**config.mk**
```make
export PLATFORM = sky130hd
export DESIGN_NAME = clkmon
export DESIGN_NICKNAME = d
export VERILOG_FILES = /design/src/rtl/clkmon_pkg.sv /design/src/rtl/sync_edge.sv /design/src/rtl/clkmon.sv
export SDC_FILE = /design/constraint.sdc
export NUM_CORES = 1
export LEC_CHECK = 0
export BUFFER_PORTS_ARGS = -buffer_cell sky130_fd_sc_hd__clkbuf_2
export CAP_MARGIN = 20
export CORE_MARGIN = 2
export CORE_UTILIZATION = 55
export CTS_BUF_LIST = sky130_fd_sc_hd__clkbuf_4 sky130_fd_sc_hd__clkbuf_8 sky130_fd_sc_hd__clkbuf_16
export DETAILED_ROUTE_END_ITERATION = 7
export PLACE_DENSITY = 0.75
export SYNTH_ARGS = -nofsm -noshare
export SYNTH_HDL_FRONTEND = slang
export SYNTH_HIERARCHICAL = 1
export SYNTH_SLANG_ARGS = --single-unit
```
**constraint.sdc**
```tcl
create_clock -name clk -period 7.2 [get_ports clk]
set_input_delay 1.8 -clock clk [delete_from_list [all_inputs] [get_ports clk]]
set_output_delay 1.8 -clock clk [all_outputs]
set_load 0.02 [all_outputs]
```
**src/rtl/clkmon_pkg.sv**
```systemverilog
// Shared types and elaboration checks for the clkmon
// clock/strobe monitor.
package clkmon_pkg;

   typedef enum logic [1:0] {
      IDLE,
      MEASURE,
      LOST
   } state_t;

   function automatic bit params_ok(
      input int     cnt_w,
      input int     sync_stages,
      input longint timeout
   );
      bit ok;
      ok = (cnt_w >= 1) && (cnt_w < 63);
      ok = ok && (sync_stages >= 2) && (timeout >= 1);
      if (ok) ok = timeout < (longint'(1) << cnt_w);
      return ok;
   endfunction

endpackage

```
**src/rtl/sync_edge.sv**
```systemverilog
// Multi-flop synchronizer for an asynchronous input plus
// an edge register producing single-cycle rise/fall pulses.
module sync_edge #(
   parameter int STAGES = 2
) (
   input  logic clk,
   input  logic rstn,
   input  logic din,
   output logic rise,
   output logic fall
);

   logic [STAGES-1:0] sync;
   logic              s;
   logic              s_d;

   assign s    = sync[STAGES-1];
   assign rise = s & ~s_d;
   assign fall = ~s & s_d;

   always_ff @(posedge clk or negedge rstn) begin
      if (!rstn) begin
         sync <= '0;
         s_d  <= 1'b0;
      end else begin
         sync <= {sync[STAGES-2:0], din};
         s_d  <= s;
      end
   end

endmodule

```
**src/rtl/clkmon.sv**
```systemverilog
// Measures period and high time of a slow wave in clk
// cycles and reports locked / lost status.
module clkmon
   import clkmon_pkg::*;
#(
   parameter int CNT_W       = 31,
   parameter int SYNC_STAGES = 2,
   parameter int EXP_PERIOD  = 488,
   parameter int TOL         = 2,
   parameter int LOCK_CNT    = 4,
   parameter int TIMEOUT     = 4096
) (
   input  logic             clk,
   input  logic             rstn,
   input  logic             sig_in,
   output logic             meas_valid,
   output logic [CNT_W-1:0] period,
   output logic [CNT_W-1:0] high_time,
   output logic             locked,
   output logic             lost
);

   localparam int LR_W = $clog2(LOCK_CNT + 1);
   localparam logic [LR_W-1:0]  LOCK_MAX = LR_W'(LOCK_CNT);
   localparam logic [CNT_W:0]   EXP_V    = (CNT_W+1)'(EXP_PERIOD);
   localparam logic [CNT_W:0]   TOL_V    = (CNT_W+1)'(TOL);
   localparam logic [CNT_W-1:0] TMO_LAST = CNT_W'(TIMEOUT - 1);

   if (!params_ok(CNT_W, SYNC_STAGES, longint'(TIMEOUT))) begin : g_bad
      $error("clkmon: need TIMEOUT < 2**CNT_W, SYNC_STAGES >= 2");
   end

   logic             rise;
   logic             fall;
   state_t           state;
   logic [CNT_W-1:0] per_cnt;
   logic [CNT_W-1:0] hi_cap;
   logic [LR_W-1:0]  lock_run;
   logic [CNT_W-1:0] per_inc;
   logic [CNT_W:0]   per_ext;
   logic [CNT_W:0]   diff;
   logic             in_tol;
   logic [LR_W-1:0]  run_nxt;

   sync_edge #(
      .STAGES (SYNC_STAGES)
   ) u_sync (
      .clk  (clk),
      .rstn (rstn),
      .din  (sig_in),
      .rise (rise),
      .fall (fall)
   );

   // Lock decision uses the period being reported this cycle.
   assign per_inc = per_cnt + CNT_W'(1);
   assign per_ext = {1'b0, per_inc};
   assign diff    = (per_ext >= EXP_V) ? per_ext - EXP_V
                                       : EXP_V - per_ext;
   assign in_tol  = diff <= TOL_V;
   assign run_nxt = (lock_run == LOCK_MAX) ? lock_run
                                           : lock_run + LR_W'(1);

   always_ff @(posedge clk or negedge rstn) begin
      if (!rstn) begin
         state      <= IDLE;
         per_cnt    <= '0;
         hi_cap     <= '0;
         lock_run   <= '0;
         meas_valid <= 1'b0;
         period     <= '0;
         high_time  <= '0;
         locked     <= 1'b0;
         lost       <= 1'b0;
      end else begin
         meas_valid <= 1'b0;
         unique case (state)
            IDLE: begin
               if (rise) begin
                  state   <= MEASURE;
                  per_cnt <= '0;
                  hi_cap  <= '0;
               end
            end
            MEASURE: begin
               if (rise) begin
                  period     <= per_inc;
                  high_time  <= hi_cap;
                  meas_valid <= 1'b1;
                  per_cnt    <= '0;
                  if (in_tol) begin
                     lock_run <= run_nxt;
                     if (run_nxt == LOCK_MAX) locked <= 1'b1;
                  end else begin
                     lock_run <= '0;
                     locked   <= 1'b0;
                  end
               end else begin
                  per_cnt <= per_inc;
                  if (per_cnt == TMO_LAST) begin
                     state    <= LOST;
                     lost     <= 1'b1;
                     locked   <= 1'b0;
                     lock_run <= '0;
                  end
               end
               if (fall) hi_cap <= per_inc;
            end
            LOST: begin
               // This edge restarts timing; nothing is reported.
               if (rise) begin
                  state   <= MEASURE;
                  lost    <= 1'b0;
                  per_cnt <= '0;
                  hi_cap  <= '0;
               end
            end
            default: state <= IDLE;
         endcase
      end
   end

endmodule

```
# ---- After elaboration in Yosys (flattened, before gate mapping)
# Index checks and enable logic that the tools add are counted.
dict set report totals {
  register_bits 135
  out_inout_bits 65
}
dict set report classes {
  n_addsub 4
  magnitude_cmp 2
  eq_ne 11
  muxes 24
  bitwise 4
  n_reduce_logical 12
}
# operator count
set op_table {}
lappend op_table {{31-bit one-hot mux with 2 select lines} 2}
lappend op_table {{31-bit 2-to-1 mux} 3}
lappend op_table {{32-bit by 2-bit <= comparator with 1-bit output (second input constant)} 1}
lappend op_table {{32-bit 2-to-1 mux} 1}
lappend op_table {{31-bit by 9-bit subtractor with 32-bit output (second input constant)} 1}
lappend op_table {{9-bit by 31-bit subtractor with 32-bit output (first input constant)} 1}
lappend op_table {{31-bit by 1-bit adder with 31-bit output (second input constant)} 1}
lappend op_table {{31-bit by 12-bit == test with 1-bit output (second input constant)} 1}
lappend op_table {{31-bit by 9-bit greater-or-equal comparator with 1-bit output (second input constant)} 1}
lappend op_table {{3-bit 2-to-1 mux} 4}
lappend op_table {{1-bit 2-to-1 mux} 9}
lappend op_table {{3-bit AND reduction} 3}
lappend op_table {{2-bit inequality test (second input constant)} 4}
lappend op_table {{3-bit == test (second input constant)} 2}
lappend op_table {{2-bit 2-to-1 mux} 3}
lappend op_table {{2-bit AND reduction} 3}
lappend op_table {{2-bit nonzero test} 3}
lappend op_table {{2-bit one-hot mux with 2 select lines} 1}
lappend op_table {{4-bit AND reduction} 1}
lappend op_table {{3-bit by 1-bit adder with 3-bit output (second input constant)} 1}
lappend op_table {{3-bit by 2-bit inequality test with 1-bit output (second input constant)} 1}
lappend op_table {{1-bit AND} 2}
lappend op_table {{2-bit by 1-bit == test with 1-bit output (second input constant)} 1}
lappend op_table {{2-bit == test (second input constant)} 1}
lappend op_table {{other kinds (5)} 6}

# ---- Longest topological paths before layout
# Gate-level depths: netlist of run 1.
dict set report depth {
  word_depth 6
  mapped_depth 16
}

# ---- Cells and area by module
# Netlist of run 1, hierarchy kept.
# module n_inst cells_each area_each_um2
set by_module_without_submodules {}
lappend by_module_without_submodules {clkmon 1 735 6901.6}
lappend by_module_without_submodules {sync_edge 1 5 90.1}

# ---- Least setup slack after synthesis of run 1
# Ideal clock, no wire load.
dict set report synth_path {
  kind {reg2reg}
  start {register per_cnt[1]}
  end {register lock_run[2]}
  arrival_time_ps 4153
  t_required_ps 7122
  slack_ps 2970
  stages_incl_launch_ff 16
  n_path_buf 3
  synth_period_minus_slack_ps 4230
  cell_sequence {dfrtp_1 > ha_1 > buf_2 > nand4_2 > or4_1 > buf_2 > or3_4 > a21o_1 > a211o_1 > or3_1 > buf_6 > a311o_1 > or4_4 > nor4_4 > o2111ai_1 > a21oi_1}
}
dict set report synth_between {
  elab_chain_len 6
  elab_cells_between_ends 11
}
# element line
set synth_rtl {}
lappend synth_rtl {{start: declaration} clkmon.sv:36} ;# logic [CNT_W-1:0] per_cnt;
lappend synth_rtl {{start signal: assignment} clkmon.sv:99} ;# per_cnt <= per_inc;
lappend synth_rtl {{31-bit by 1-bit adder with 31-bit output} clkmon.sv:56} ;# assign per_inc = per_cnt + CNT_W'(1);
lappend synth_rtl {{9-bit by 31-bit subtractor with 32-bit output, or another cell as far along} clkmon.sv:59} ;# : EXP_V - per_ext;
lappend synth_rtl {{32-bit 2-to-1 mux} clkmon.sv:58} ;# assign diff = (per_ext >= EXP_V) ? per_ext - EXP_V
lappend synth_rtl {{32-bit by 2-bit <= comparator with 1-bit output} clkmon.sv:60} ;# assign in_tol = diff <= TOL_V;
lappend synth_rtl {{3-bit 2-to-1 mux} clkmon.sv:91} ;# if (in_tol) begin
lappend synth_rtl {{3-bit 2-to-1 mux} clkmon.sv:86} ;# if (rise) begin
lappend synth_rtl {{end signal: assignment} clkmon.sv:92} ;# lock_run <= run_nxt;
lappend synth_rtl {{end: declaration} clkmon.sv:38} ;# logic [LR_W-1:0] lock_run;
# Several ways; a longest one is shown, not always the timed one.
# A chain may end at the register's enable or synchronous reset.

# ---- Final worst setup path of run 1
dict set report layout_path {
  start {register per_cnt[0]}
  end {register lock_run[2]}
}
# The elaborated chain is that of the path after synthesis.

==> impl_metrics.toml, run 1 <==
[layout]
layout_common_cells = "dfrtp_1, nand2_1, o21ai_0"
final_common_cell = "dfrtp_1"
fin_nets = 792
multiInputGateArea_um2 = 3330
fin_area_um2 = 7940
fillers = 1063
diodes = 0
register_area_um2 = 3380
drive_above_1_share_pct = 19.0
areaGrowthSynthToFinish_pct = 13.6

[die]
coreArea_um2 = 12500
die_area_um2 = 13600
die_y_um = 117
dieWidth_um = 117
ios = 68
start_util_pct = 55.9
rows = 41

[power_and_ir_drop]
cellPowerDensity_nw_per_um2 = 236
ir_drop_v = 0.000125
pwr-share-comb_pct = 12.6
leakagePower_nw = 3.55
clkPwrFrac_pct = 42.8
p_int_mw = 1.33
power_frac_seq_pct = 44.6
swShare_pct = 29.3
switchingPower_mw = 0.549

[synthesis]
syn_inst = 740
avgSynthCellArea_um2 = 9.45
async_reset_ff_share_pct = 100
synthSimpleGateAreaFrac_pct = 19.4
netlist_area_um2 = 6990
synthMuxAreaShare_pct = 5.87
ys_seq_area_share_pct = 48.3
synth_compound_area_share_pct = 16.7
synth_top_family_by_area = "simple AND/OR/NAND/NOR gates"
synth_xor_area_share_pct = 4.38
synthAdderAreaFrac_pct = 1.25
synth-seq-cells = 135
yosys_most_used_dff = "dfrtp_1"
synth_cell_types = 67
synth_edf_count = 0
yosys_warnings = 6
syn_nets = 750

[critical_path]
worstReg2RegStart = "per_cnt[0]"
r2r_cells = 12
r2r-end = "lock_run[2]"
endpoint_kind = "flip-flop"
cp.arrival_ns = 5.67
cp-start-kind = "flip-flop"
r2r_setup_slack_ns = 1.87
worstSetupPathType = "reg2reg"
critPathRequiredTime_ns = 7.54
path_max_fanout = 15

[sta]
max_freq_mhz = 188
rsz0062_at_grt = "no"
max_slew.worst_pin.slew_ns = 1.03
worst_slew_margin_rel_pct = 31.4
fin_setup_tns_ns = 0
final-hold-violation-count = 0
skew_ns = 0.0114
maxSlewViolCount = 0
fin_crit_sh_pct = 74.0
setup-violations-final = 0
layout_min_cycle_time_ns = 5.33

[clock_tree]
insertion_delay_ns = 0.42
postCtsSetupBuffers = 0
cts.sinks = 135
cts_buffers = 17
cts_tree = "done"
root_buffer = "clkbuf_16"
clk_pin_slew_worst_paths_ns = 0.07
cts_max_level = 4
postCtsHoldBufs = 0
clockBufferDepth = 2
post_cts_resize_count = 0

[detailed_routing]
ant_nets = 0
dr.pass1.iters = 5
viasPerCell = 6.16
vias = 5960
drc = 0
finalWirelength_um = 19300
drt_iter0_markers = 538
wl_per_cell_um = 19.9

[grt]
grt_max_degree = 86
global_route.usage.total_pct = 29.1
grt_pass1_vias = 5456
grt-ovfl-total = 0
antenna_found_initial = 0
grt_pass1_wl_um = 30000

[place]
placed_cell_area_um2 = 7370
gp_congestion = 1.03
io_buffer_count = 67
post-dp-hpwl_um = 13400

[hold_path]
hold_path_end = "u_sync/sync[1]"
hold_class = "reg2reg"
hold_path_depth = 0
hold_start = "u_sync/sync[0]"

[outcome]
status = "finished clean"

[flow_run]
max_cap_violations = 0
cell type report:
class / count / share of cell area, %
Sequential cell: 135 / 42.5
Clock buffer: 19 / 5.70
Clock inverter: 13 / 1.23
Tap cell: 172 / 2.71
Timing Repair Buffer: 74 / 5.12
Multi-Input combinational cell: 538 / 42.0
Inverter: 16 / 0.756
critical path, stage by stage, from the launching register on:
cell and delay, ns:
dfrtp_1 0.62, ha_1 0.44, nand4_2 0.30, or4_1 0.67
o21ai_0 0.25, and2_1 0.38, o211ai_1 0.32, nor3_1 0.80
mux2_2 0.43, xor2_1 0.14, nor4_1 0.52, o2111ai_1 0.19
a21oi_1 0.17
sequential cells by signal, indices dropped and copies added (netlist names):
signal       count
hi_cap          31
high_time       31
per_cnt         31
period          31
lock_run         3
state            2
u_sync/sync      2
locked           1
lost             1
meas_valid       1
u_sync/s_d       1
kinds of logic (layout without fill, tap and decap cells):
family	after synthesis	in the layout
fa+ha+maj	7	7
simple gates	266	266
mux	37	37
compound gates	193	193
buf+inv	67	122
xor+xnor	35	35
flops	135	135
how the worst max path moves through the flow:
stage                     from  slack (ns)  depth (start not counted)     endpoint
floorplan           per_cnt[1]        2.97                         15  lock_run[2]
global placement    per_cnt[0]        2.18                         12  lock_run[2]
detailed placement  per_cnt[0]        2.03                         12  lock_run[2]
CTS                 per_cnt[0]        1.97                         12  lock_run[2]
global route        per_cnt[0]        1.51                         12  lock_run[2]
finish              per_cnt[0]        1.87                         12  lock_run[2]
stage by stage:
stage / worst slack [ns] / utilization [%] / instances / power [mW] / hold slack, ns
after floorplan: 2.97 / - / 740 / 0.993 / 0.331
after global placement: 2.18 / 58.9 / 934 / 1.07 / 0.338
after detailed placement: 2.03 / 58.9 / 934 / 1.08 / 0.350
after CTS: 1.97 / 63.3 / 966 / 1.88 / 0.362
after global routing: 1.51 / 63.5 / 967 / 1.96 / 0.370
final: 1.87 / 63.5 / 967 / 1.88 / 0.359
per-layer routing:
layer / vias up / track usage, % / routed length (um)
met1: 2956 / 41.0 / 8630
met2: 224 / 45.8 / 9220
met3: 26 / 5.92 / 1110
met5: - / 0 / 0
li1: 2754 / - / -
met4: 0 / 8.31 / 310
cells in the mapped netlist, drive strengths merged, types with 3 or more instances:
cell type | n | share of area (%)
nand3 | 16 | 1.3
xnor2 | 23 | 2.9
and3 | 3 | 0.27
buf | 21 | 1.6
o31ai | 13 | 1.4
nor2b | 4 | 0.36
or3 | 12 | 1.1
nor2 | 34 | 1.8
clkbuf | 30 | 1.6
nand2 | 113 | 6.1
nor3 | 14 | 1.0
o21ai | 108 | 7.7
nand4 | 20 | 2.0
ha | 7 | 1.3
xor2 | 12 | 1.5
nand2b | 6 | 0.54
mux2 | 32 | 5.2
o2111ai | 5 | 0.63
inv | 16 | 0.86
nor4 | 15 | 1.6
or4 | 9 | 1.0
o22ai | 4 | 0.36
and4 | 3 | 0.38
and2 | 7 | 0.63
o41ai | 4 | 0.50
dfrtp | 135 | 48
mux2i | 5 | 0.72
a31oi | 6 | 0.54
o211ai | 6 | 0.64
a21oi | 17 | 1.2
a21o | 5 | 0.54
power groups by stage:
stage	sequential (mW)	clock, mW	combinational, mW
6_report	0.838	0.804	0.236
2_1_floorplan	0.856	0	0.137
4_1_cts	0.836	0.812	0.235
5_1_grt	0.844	0.854	0.262
3_3_place_gp	0.845	0	0.227
3_5_place_dp	0.850	0	0.233
(Power assumes the default switching activity.)
==> run 2: changes to the inputs <==
==> constraint.sdc (replaced) <==
create_clock -name clk -period 5.2 [get_ports clk]
set_input_delay 1.3 -clock clk [delete_from_list [all_inputs] [get_ports clk]]
set_output_delay 1.3 -clock clk [all_outputs]
set_load 0.02 [all_outputs]
==> impl_metrics.toml, run 2 (synthesized netlist as in run 1, its figures left out) <==
[outcome]
status = "finished clean"

[critical_path]
path_max_fanout = 10
worstSetupPathType = "reg2reg"
path_cells = "ha_1, nand4_2, or4_1, a311oi_1, nand4_2, or4_1, a211oi_1, o32ai_1, or4_4, nor4_4, o2111ai_1, a21oi_1"
critPathRequiredTime_ns = 5.55
path_buf_inv = 0
cp.arrival_ns = 5.15
crit_family = "simple AND/OR/NAND/NOR gates"
crit_slowest_cell = "or4_1"
cp-start-kind = "flip-flop"
endpoint_kind = "flip-flop"
slowest_delay_ns = 0.69

[layout]
areaGrowthSynthToFinish_pct = 16.5
fin_nets = 808
final_common_cell = "dfrtp_1"
fin_area_um2 = 8140
drive_above_1_share_pct = 20.6
layout_common_cells = "dfrtp_1, nand2_1, o21ai_0"
diodes = 0

[sta]
layout_min_cycle_time_ns = 4.81
worst_slew_margin_rel_pct = 34.9
setup-violations-final = 0
maxSlewViolCount = 0
skew_ns = 0.00702
max_slew.worst_pin.slew_ns = 0.974
fin_setup_tns_ns = 0
rsz0062_at_grt = "no"
hold_ws_ns = 0.352
fin_crit_sh_pct = 92.4
max_freq_mhz = 208
final-hold-violation-count = 0

[grt]
grt_pass1_wl_um = 29400
grt_pass1_vias = 5471
grt_max_degree = 110
antenna_found_initial = 0
global_route.usage.total_pct = 28.6
grt-ovfl-total = 0

[clock_tree]
postCtsHoldBufs = 0
postCtsSetupBuffers = 0
clockBufferDepth = 2
insertion_delay_ns = 0.42
cts_tree = "done"
post_cts_resize_count = 0
root_buffer = "clkbuf_16"
cts.sinks = 135
cts_buffers = 17
cts_max_level = 4
clk_pin_slew_worst_paths_ns = 0.06

[die]
start_util_pct = 55.9
dieWidth_um = 117
rows = 41
die_y_um = 117
ios = 68
die_area_um2 = 13600
coreArea_um2 = 12500

[detailed_routing]
viasPerCell = 6.02
dr.pass1.iters = 6
wl_per_cell_um = 19.4
vias = 5916
drc = 0
ant_nets = 0
finalWirelength_um = 19000
drt_iter0_markers = 678

[power_and_ir_drop]
cellPowerDensity_nw_per_um2 = 342
leakagePower_nw = 3.67
ir_drop_v = 0.000184

[place]
placed_cell_area_um2 = 7500
post-dp-hpwl_um = 13700
gp_congestion = 0.912
io_buffer_count = 67

[hold_path]
hold_class = "reg2reg"

[flow_run]
max_cap_violations = 0
run 2: final timing paths:
path | start | end | slack [ns] | depth (start not counted)
max | per_cnt[1] | lock_run[2] | 0.39 | 12
min | u_sync/sync[0] | u_sync/sync[1] | 0.35 | 0
max reg2reg | per_cnt[1] | lock_run[2] | 0.39 | 12
min reg2reg | u_sync/sync[0] | u_sync/sync[1] | 0.35 | 0
max in group asynchronous | rstn | period[9] | 3.30 | 2
min in group asynchronous | rstn | period[27] | 0.96 | 1
run 2: area by class of cell:
class | instances | area, um2
tap | 172 | 215
fill | 1048 | 4370
multi-input combinational | 538 | 3330
timing repair buffer | 90 | 514
sequential | 135 | 3380
inverter | 16 | 60.1
clock inverter | 13 | 190
clock buffer | 19 | 453
run 2: power breakdown:
group | internal (mW) | switching, mW
sequential | 1.10 | 0.0473
clock | 0.833 | 0.468
combinational | 0.0998 | 0.235
total | 2.04 | 0.751
run 2: metrics by stage:
step / setup WS, ns / power, mW / instances / utilization (%)
floorplan: 0.970 / 1.37 / 740 / -
global placement: 0.607 / 1.49 / 951 / 59.9
detailed placement: 0.465 / 1.50 / 951 / 59.9
CTS: 0.431 / 2.80 / 983 / 65.1
global route: 0.154 / 2.90 / 983 / 65.1
finish: 0.393 / 2.79 / 983 / 65.1
run 2: routing by layer:
layer  up-vias  global-route usage, %  share of wire (%)
met4         0                   11.8                2.3
met2       225                   43.9                 46
met1      2868                   40.3                 46
met3        38                   5.09                5.5
li1       2785                      -                  -
met5         -                      0                  0
run 2: worst reg2reg max path: cells and delay by family (launching register included):
kind / cells / cell delay, ns
AOI/OAI and AO/OA: 5 / 1.05
DFF: 1 / 0.46
adders and majority gates: 1 / 0.42
and+or+nand+nor: 6 / 2.81
==> run 3: changes to the inputs <==
--- a/config.mk
+++ b/config.mk
@@ -7,11 +7,14 @@
 export LEC_CHECK = 0
 export BUFFER_PORTS_ARGS = -buffer_cell sky130_fd_sc_hd__clkbuf_2
 export CAP_MARGIN = 20
-export CORE_MARGIN = 2
-export CORE_UTILIZATION = 55
+export CELL_PAD_IN_SITES_DETAIL_PLACEMENT = 1
+export CELL_PAD_IN_SITES_GLOBAL_PLACEMENT = 2
+export CORE_MARGIN = 5
+export CORE_UTILIZATION = 38
 export CTS_BUF_LIST = sky130_fd_sc_hd__clkbuf_4 sky130_fd_sc_hd__clkbuf_8 sky130_fd_sc_hd__clkbuf_16
 export DETAILED_ROUTE_END_ITERATION = 7
-export PLACE_DENSITY = 0.75
+export MAX_ROUTING_LAYER = met4
+export PLACE_DENSITY_LB_ADDON = 0.1
 export SYNTH_ARGS = -nofsm -noshare
 export SYNTH_HDL_FRONTEND = slang
 export SYNTH_HIERARCHICAL = 1
==> impl_metrics.toml, run 3 (synthesized netlist as in run 1, its figures left out) <==
[sta]
skew_ns = 0.00829
final-hold-violation-count = 0
fin_crit_sh_pct = 91.7
setup-violations-final = 0
maxSlewViolCount = 0
max_slew.worst_pin.slew_ns = 1.06
layout_min_cycle_time_ns = 4.77
setup_slack_ns = 0.434
fin_setup_tns_ns = 0
worst_slew_margin_rel_pct = 29.4
rsz0062_at_grt = "no"
max_freq_mhz = 210

[power_and_ir_drop]
total_power_mw = 2.79
leakagePower_nw = 3.69
ir_drop_v = 0.000214
cellPowerDensity_nw_per_um2 = 338

[grt]
global_route.usage.total_pct = 22.3
grt-ovfl-total = 0
grt_pass1_wl_um = 36500
grt_pass1_vias = 6182
grt_max_degree = 75
antenna_found_initial = 0

[critical_path]
path_cells = "ha_1, nand4_2, or4_4, a311oi_1, nand4_2, or4_1, a211oi_1, o32ai_1, or4_4, nor4_4, o2111ai_1, a21oi_1"
path_max_fanout = 10
endpoint_kind = "flip-flop"
cp-start-kind = "flip-flop"
slowest_delay_ns = 0.68
cp.arrival_ns = 5.11
worstSetupPathType = "reg2reg"
crit_slowest_cell = "or4_1"
critPathRequiredTime_ns = 5.54

[die]
coreArea_um2 = 18000
dieWidth_um = 146
rows = 49
ios = 68
start_util_pct = 38.8
die_area_um2 = 21200
die_y_um = 146

[flow_run]
max_cap_violations = 0

[clock_tree]
postCtsSetupBuffers = 0
cts_max_level = 4
postCtsHoldBufs = 0
root_buffer = "clkbuf_16"
cts.sinks = 135
cts_buffers = 17
clockBufferDepth = 2
insertion_delay_ns = 0.42
clk_pin_slew_worst_paths_ns = 0.06
cts_tree = "done"

[place]
io_buffer_count = 67
post-dp-hpwl_um = 16400
dp_slack_ns = 0.376
gp_congestion = 0.899
placed_cell_area_um2 = 7620
dp_cells = 1013

[detailed_routing]
wl_per_cell_um = 21.7
viasPerCell = 5.67
ant_nets = 0
wl_met1_um = 10800
drt_iter0_markers = 349
finalWirelength_um = 22600
vias = 5930
wl_met2_um = 10800
dr.pass1.iters = 5
drc = 0
top_layer = "met4"
dr_wl_met3_um = 837

[layout]
diodes = 0
register_area_um2 = 3380
drive_above_1_share_pct = 21.2
fin_area_um2 = 8250
stdcell_count = 1045
areaGrowthSynthToFinish_pct = 18.0
fin_nets = 813
layout_common_cells = "dfrtp_1, nand2_1, o21ai_0"
multiInputGateArea_um2 = 3340
final_common_cell = "dfrtp_1"
fillers = 2093

[outcome]
status = "finished clean"

[hold_path]
hold_class = "reg2reg"
==> run 3: cell types whose count changed in the layout (fill, tap and decap cells not counted), sizes merged <==
cell / before / now
clkbuf: 85 / 84
clkinv: 4 / 6
buf: 24 / 29
bufinv: 4 / 3
inv: 20 / 21
clkinvlp: 1 / 0
==> run 3: layout make-up <==
class | instances | share of cell area (%)
clock buffers | 18 | 5.32
clock inverters | 14 | 2.31
inverters | 16 | 0.728
multi-input cells | 538 | 40.5
flip-flops and latches | 135 | 40.9
well taps | 229 | 3.47
repair buffers | 95 | 6.69
==> run 3: through the flow <==
stage,utilization [%],hold WS [ns]
floorplan,-,0.331
global placement,42.3,0.340
detailed placement,42.3,0.341
CTS,45.8,0.353
global route,45.8,0.362
finish,45.8,0.349
==> run 3: per-layer routing <==
| metal | track usage, % | vias up |
|---|---|---|
| met2 | 34.8 | 110 |
| li1 | - | 2799 |
| met1 | 30.3 | 3003 |
| met4 | 5.55 | 0 |
| met5 | - | - |
| met3 | 4.08 | 18 |
==> run 3: where the power goes <==
part	leakage, nW	internal (mW)	switching (mW)
Clock	0.311	0.783	0.509
Combinational	1.52	0.104	0.246
Sequential	1.86	1.10	0.0470
Total	3.69	1.99	0.802
==> run 3: worst paths after layout <==
path,from,endpoint,slack [ns],depth (start not counted)
worst max register to register,per_cnt[1],lock_run[2],0.43,12
worst min-delay path,u_sync/sync[0],u_sync/sync[1],0.35,0
worst max-delay path,per_cnt[1],lock_run[2],0.43,12
worst min register to register,u_sync/sync[0],u_sync/sync[1],0.35,0
min in group asynchronous,rstn,high_time[25],0.88,1
max in group asynchronous,rstn,per_cnt[4],3.36,2
==> run 3: timing repair <==
action | 4_1_cts | 5_1_grt
endpoints found under the setup margin | 0 | 1
endpoints found under the hold margin | 0 | 0
gates resized for setup | 0 | 1
==> run 3: worst max-delay path: cells and delay by family, from the launching register on <==
family          cells  cell delay, ns
simple gates        6            2.74
compound gates      5            1.06
fa+ha+maj           1            0.42
flops               1            0.46
